$ cat src/rtl/alu_share_arbiter.sv
// Round-robin arbiter and sequencer sharing one 32-bit ALU between two requesters.
// Optional macro ALU_ARB_MUL_MULTICYCLE_EN makes MUL occupy EXEC for MUL_CYCLES cycles.
module alu_share_arbiter #(
    parameter int MUL_CYCLES = 4
) (
    input  logic        clk_i,
    input  logic        rst_i,
    input  logic        req0_valid_i,
    output logic        req0_ready_o,
    input  logic [2:0]  req0_op_i,
    input  logic [31:0] req0_a_i,
    input  logic [31:0] req0_b_i,
    input  logic        req1_valid_i,
    output logic        req1_ready_o,
    input  logic [2:0]  req1_op_i,
    input  logic [31:0] req1_a_i,
    input  logic [31:0] req1_b_i,
    output logic        resp_valid_o,
    input  logic        resp_ready_i,
    output logic        resp_id_o,
    output logic [31:0] resp_data_o,
    output logic        resp_zero_o,
    output logic        busy_o
);

    typedef enum logic [1:0] {
        IDLE,
        EXEC,
        DONE
    } state_t;

    localparam logic [2:0] OP_ADD = 3'b000;
    localparam logic [2:0] OP_MUL = 3'b001;
    localparam logic [2:0] OP_SUB = 3'b010;
    localparam logic [2:0] OP_AND = 3'b011;
    localparam logic [2:0] OP_OR  = 3'b100;

`ifdef ALU_ARB_MUL_MULTICYCLE_EN
    localparam bit MUL_MC = 1'b1;
`else
    localparam bit MUL_MC = 1'b0;
`endif
    // Counter holds remaining EXEC cycles minus one, so MUL loads MUL_CYCLES-1.
    localparam logic [3:0] MUL_LOAD = 4'(MUL_CYCLES - 1);

    state_t      state_q, state_d;
    logic        prio_q;
    logic [3:0]  cnt_q;
    logic [2:0]  op_q;
    logic [31:0] a_q, b_q;
    logic        id_q;
    logic [31:0] data_q;
    logic        zero_q;

    logic        grant0, grant1, accept;
    logic [2:0]  sel_op;
    logic [31:0] sel_a, sel_b;
    logic [3:0]  load_cnt;
    logic [31:0] alu_result;

    assign grant0       = req0_valid_i && (!req1_valid_i || !prio_q);
    assign grant1       = req1_valid_i && (!req0_valid_i ||  prio_q);
    assign req0_ready_o = (state_q == IDLE) && grant0 && !rst_i;
    assign req1_ready_o = (state_q == IDLE) && grant1 && !rst_i;
    assign accept       = req0_ready_o || req1_ready_o;

    assign sel_op   = grant1 ? req1_op_i : req0_op_i;
    assign sel_a    = grant1 ? req1_a_i  : req0_a_i;
    assign sel_b    = grant1 ? req1_b_i  : req0_b_i;
    assign load_cnt = (MUL_MC && sel_op == OP_MUL) ? MUL_LOAD : 4'd0;

    always_comb begin
        // NOTE: every combinational output gets a default first so no latch is inferred.
        alu_result = 32'd0;
        case (op_q)
            OP_ADD:  alu_result = a_q + b_q;
            OP_MUL:  alu_result = a_q * b_q;
            OP_SUB:  alu_result = a_q - b_q;
            OP_AND:  alu_result = a_q & b_q;
            OP_OR:   alu_result = a_q | b_q;
            default: alu_result = 32'd0;
        endcase
    end

    always_comb begin
        state_d = state_q;
        case (state_q)
            IDLE:    if (accept) state_d = EXEC;
            EXEC:    if (cnt_q == 4'd0) state_d = DONE;
            DONE:    if (resp_ready_i) state_d = IDLE;
            default: state_d = IDLE;
        endcase
    end

    always_ff @(posedge clk_i or posedge rst_i) begin
        // NOTE: registers use non-blocking assignments so every flop samples pre-edge values.
        if (rst_i) begin
            state_q <= IDLE;
            prio_q  <= 1'b0;
            cnt_q   <= 4'd0;
            op_q    <= 3'd0;
            a_q     <= 32'd0;
            b_q     <= 32'd0;
            id_q    <= 1'b0;
            data_q  <= 32'd0;
            zero_q  <= 1'b0;
        end else begin
            state_q <= state_d;
            if (accept) begin
                op_q   <= sel_op;
                a_q    <= sel_a;
                b_q    <= sel_b;
                id_q   <= grant1;
                cnt_q  <= load_cnt;
                prio_q <= !grant1;
            end else if (state_q == EXEC) begin
                if (cnt_q == 4'd0) begin
                    data_q <= alu_result;
                    zero_q <= (a_q - b_q) == 32'd0;
                end else begin
                    cnt_q <= cnt_q - 4'd1;
                end
            end
        end
    end

    assign resp_valid_o = (state_q == DONE);
    assign resp_id_o    = id_q;
    assign resp_data_o  = data_q;
    assign resp_zero_o  = zero_q;
    assign busy_o       = (state_q != IDLE);

endmodule

$ cat config.mk
export PLATFORM = sky130hd
export DESIGN_NAME = alu_share_arbiter
export DESIGN_NICKNAME = d
export VERILOG_FILES = /design/src/rtl/alu_share_arbiter.sv
export SDC_FILE = /design/constraint.sdc
export NUM_CORES = 2
export LEC_CHECK = 0
export CAP_MARGIN = 20
export CORE_AREA = 5 5 214 216
export CTS_BUF_LIST = sky130_fd_sc_hd__clkbuf_4 sky130_fd_sc_hd__clkbuf_8
export DETAILED_ROUTE_END_ITERATION = 6
export DIE_AREA = 0 0 219 221
export GPL_TIMING_DRIVEN = 1
export PLACE_DENSITY = 0.77
export SLEW_MARGIN = 20
export SYNTH_ARGS = -nofsm -noshare
export SYNTH_HDL_FRONTEND = slang
export SYNTH_SLANG_ARGS = --single-unit
$ cat constraint.sdc
create_clock -name clk_i -period 7.6 [get_ports clk_i]
set_clock_uncertainty 0.05 [all_clocks]
set_input_delay 1.9 -clock clk_i [delete_from_list [all_inputs] [get_ports clk_i]]
set_output_delay 1.9 -clock clk_i [all_outputs]
set_load 0.1 [all_outputs]
== Word level (Yosys, flattened, before mapping) ==
Index checks and enable logic that the tools add are counted.
Cells by class
  $add $sub $neg: 3
  equality and inequality tests: 10
  muxes and demuxes: 11
  bitwise operators: 3
  reductions and logical operators: 23
  $mul: 1
Operators by type and width (count)
  32-bit one-hot mux with 5 select lines: 1
  32-bit two-way mux: 2
  32-bit adder: 1
  32-bit bitwise AND: 1
  32-bit logical NOT: 1
  32-bit by 32-bit multiplier with 32-bit output: 1
  32-bit bitwise OR: 1
  32-bit subtractor: 1
  4-bit two-way mux: 3
  3-bit by 2-bit equality test with 1-bit output (second input constant): 2
  1-bit logical AND: 6
  2-bit two-way mux: 3
  2-bit inequality test (second input constant): 3
  2-bit one-hot mux with 3 select lines: 1
  3-bit AND reduction: 2
  1-bit logical NOT: 5
  4-bit logical NOT: 1
  2-bit nonzero test: 2
  4-bit by 1-bit subtractor with 4-bit output (second input constant): 1
  3-bit by 1-bit equality test with 1-bit output (second input constant): 1
  3-bit equality test (second input constant): 1
  3-bit logical NOT: 1
  1-bit logical OR: 3
  3-bit two-way mux: 1
  other kinds (6): 6
Storage, ports and cells
  input port bits: 139
  output and inout bits: 38
  bits in registers: 108

== Longest topological paths before layout ==
  word-level depth: 8
  gate-level depth with buffers: 29
  mapped depth without buffers: 27

== Worst setup path before layout ==
No wires, ideal clock.
  path type: register to register
  start point: register b_q[2]
  end point: register data_q[30], in the netlist resp_data_o[30]
  arrival: 7.129 ns
  setup slack: 0.297 ns
  period minus slack after synthesis: 7.303 ns
  library setup time: 0.124 ns
  stages on the path, launching flop included: 28
  required time: 7.426 ns
  cell sequence: dfrtp_1 -> clkbuf_1 -> inv_1 -> buf_1 -> nor2_1 -> fa_1 -> inv_1 -> fa_1 -> fa_1 -> fa_1 -> inv_1 -> fa_1 -> inv_1 -> fa_1 -> inv_1 -> fa_1 -> fa_1 -> ha_1 -> o21ai_0 -> a21oi_1 -> nand2_1 -> a211oi_1 -> o31a_1 -> a41oi_2 -> o21ai_0 -> xnor2_1 -> o32ai_1 -> a211o_1
Between the ends
  longest elaborated chain between the ends: 2
Ends and longest elaborated chain
  start, declared: RTL line 50  | logic [31:0] a_q, b_q;
  start signal, assigned: RTL line 112  | b_q <= sel_b;
  32-bit by 32-bit multiplier with 32-bit output (tied with other cells): RTL line 77  | OP_MUL: alu_result = a_q * b_q;
  32-bit one-hot mux with 5 select lines (*): RTL line 75  | case (op_q)
  end signal, assigned: RTL line 118  | data_q <= alu_result;
  end, declared: RTL line 52  | logic [31:0] data_q;
Every way passes the cells marked *; elsewhere a longest branch is shown, timed or not.
A chain may end at the register's enable or synchronous reset.

== Worst setup path in the final report ==
  start point: register a_q[7]
  end point: register data_q[30], in the netlist resp_data_o[30]
Between the ends
  longest elaborated chain between the ends: 2
Ends and longest elaborated chain
  start, declared: RTL line 50
  start signal, assigned: RTL line 111  | a_q <= sel_a;
  32-bit by 32-bit multiplier with 32-bit output (tied with other cells): RTL line 77
  32-bit one-hot mux with 5 select lines (*): RTL line 75
Marked as above.

==> metrics <==
critical path buffer and inverter count 4; Max stage delay on crit path 0.56 ns; peak fanout along the critical path 12; CP most frequent cell fa_1; #FFs+latches synth 108; H-tree levels 3; Crit Path Category flop to flop; syn nets 3637; YS warnings 0; post-synth top area cell fa_1; Congestion Overflow GR 0; Post-DP HPWL 82500 um; drt drc 5; first-pass GRT wire length 150000 um; status complete, but fails checks; num rows 77; sequential fraction of the synthesis area 0.112; total negative slack 0 ns; Max Clk Rate 134 MHz; Total GRT Usage 0.416; complex-gate fraction of the synthesized area 0.142; EDFF count, synth 0; core area 43700 um^2; pin count of the biggest net entering global routing 57; Area Overhead vs Synth 17.2%; sequential cell area 2710 um^2; most frequent cell after synthesis inv_1; cell area after synthesis 24200 um^2; Die W 219 um; Post-synth top cells 470 x inv_1, 410 x fa_1, 397 x nor2_1; CP endpoint kind flop; Vias 23000; Slew @ Worst Pin 1.15 ns; Post-Syn Instances 2869; initial drt markers 2317; CP delay by family, top adder cells; Vias/cell 6.16; per-cell routed wire length 26.8 um; Worst EP required 7.92 ns; DIE AREA 48400 um^2; Total Routed Length 100000 um; main combinational cell family by area after synthesis adder cells; Multi-input gate area 19200 um^2; post-synthesis xor/xnor area fraction 0.0456; mux cell area share after synthesis 0.00543; PortBufs 176; Worst setup SP type flop; # nets final 3905; mean post-synth cell area 8.44 um^2; main flop type after synthesis dfrtp_1; clock slew at reported path FFs 0.14 ns; failing checks DRC; routability cong. 1.07; Root Buffer clkbuf_8; slowest CP cell fa_1; max cap viols 0; 1st-pass router iterations 7; fillcell total 3765; layout cell share with drive strength beyond 1 0.105; max-slew violation count 0; CTS sink cnt 108; count of cell types in the netlist 83; Reg2Reg Setup Slack 0.14 ns; TritonCTS Buffers 9; Worst-Skew Late Latency 0.49 ns; Worst Hold Class flop to flop; DIE HEIGHT 221 um; Ports 177; Area contributors post-synth fa_1 34%, ha_1 11%, dfrtp_1 11%, inv_1 7.3%, nor2_1 6.2%; Initial Utilization 0.554; final-report hold violation count 0; worst path cell trace buf_12, ha_1, fa_1, fa_1, fa_1, inv_1, fa_1, inv_1, ha_1, ha_1, fa_1, fa_1, ha_1, a21oi_1, o21ai_1, nor3_2, a211oi_2, buf_4, o31a_1, a41oi_2, o21ai_2, xnor2_1, o32ai_1, a211o_1; final period utilization 0.982; Slew HR 0.230; CP arrival 7.78 ns; initial antenna violation count 3; Synth Area in Adders 0.452; Tmin final 7.46 ns; TritonCTS clock tree built; vias in the first global route 24400; Synth top area share 0.339; CTS Buffer Depth 2; final hold slack 0.450 ns; Setup Viol. Count Final 0; DRT antenna net count 0; post-synthesis simple-gate area fraction 0.144; asr flop ratio synth 1.00
==> cells by family after synthesis <==
logic type,count (synthesis)
XOR/XNOR,126
multiplexers,13
adder cells (fa/ha/maj),629
flip-flops,108
buffers and inverters,632
AND/OR/NAND/NOR,833
AO/OA/AOI/OAI,528
==> tightest hold or removal path, stage by stage, from the launching register on <==
cell	delay, ns
dfrtp_1	0.37
nand2_1	0.05
nand2_1	0.06
==> repair_timing <==
| action | CTS | global route |
|---|---|---|
| buffers inserted | 3 | 17 |
| resized for setup | 9 | 56 |
| setup endpoints to repair | 7 | 12 |
| pin swaps | 0 | 11 |
| hold buffers | 0 | 0 |
| cloned | 0 | 1 |
==> cell type report <==
class                   instances  area share
clock buffers                  10     0.00485
clock inverters                 6     0.00282
well taps                     592      0.0261
multi-input cells            2129       0.677
repair inverters                1    0.000265
inverters                     486      0.0656
diodes                          3    0.000265
repair buffers                402       0.128
flip-flops and latches        108      0.0955
==> state kept, by name (all words and copies together) (netlist names) <==
register / cells
a_q: 32
b_q: 32
cnt_q: 4
op_q: 3
prio_q: 1
resp_data_o: 32
resp_id_o: 1
resp_zero_o: 1
state_q: 2
==> final timing paths <==
kind / start / end / cells after the start
setup / recovery: a_q[7] / resp_data_o[30] / 24
hold / removal: resp_data_o[19] / resp_data_o[19] / 2
setup reg to reg: a_q[7] / resp_data_o[30] / 24
hold reg to reg: resp_data_o[19] / resp_data_o[19] / 2
max in group asynchronous: rst_i / a_q[26] / 3
min in group asynchronous: rst_i / resp_id_o / 2
==> stage by stage <==
| step | setup WS, ns | cells | cell area [um^2] | utilization |
|---|---|---|---|---|
| finish | 0.136 | 3737 | 28400 | 0.649 |
| global route | -0.0366 | 3734 | 28400 | 0.648 |
| CTS | 0.0423 | 3716 | 28100 | 0.642 |
| detailed placement | -0.146 | 3697 | 27800 | 0.636 |
| global placement | -0.127 | 3697 | 27800 | 0.636 |
| floorplan | 0.297 | 2869 | 24200 | - |
==> cells in the final DEF (no fill, tap or decap), types with 93 or more instances in the layout <==
| master | Yosys | layout |
|---|---|---|
| inv_1 | 470 | 449 |
| fa_1 | 410 | 410 |
| nor2_1 | 397 | 387 |
| nand2_1 | 291 | 291 |
| ha_1 | 219 | 218 |
| buf_4 | 0 | 205 |
| clkdlybuf4s50_1 | 0 | 175 |
| o21ai_0 | 154 | 149 |
| a21oi_1 | 106 | 104 |
| dfrtp_1 | 108 | 104 |
| xnor2_1 | 93 | 93 |
==> metal layers <==
metal	up-vias	GRT usage	wire length (um)
met1	11400	0.520	35800
met5	-	0	75
met3	454	0.102	10700
met2	1498	0.641	44900
met4	4	0.272	8760
li1	9657	-	-
Power is not shown: default switching activity piles up to over one toggle a cycle in this logic, so the estimate is an artifact.
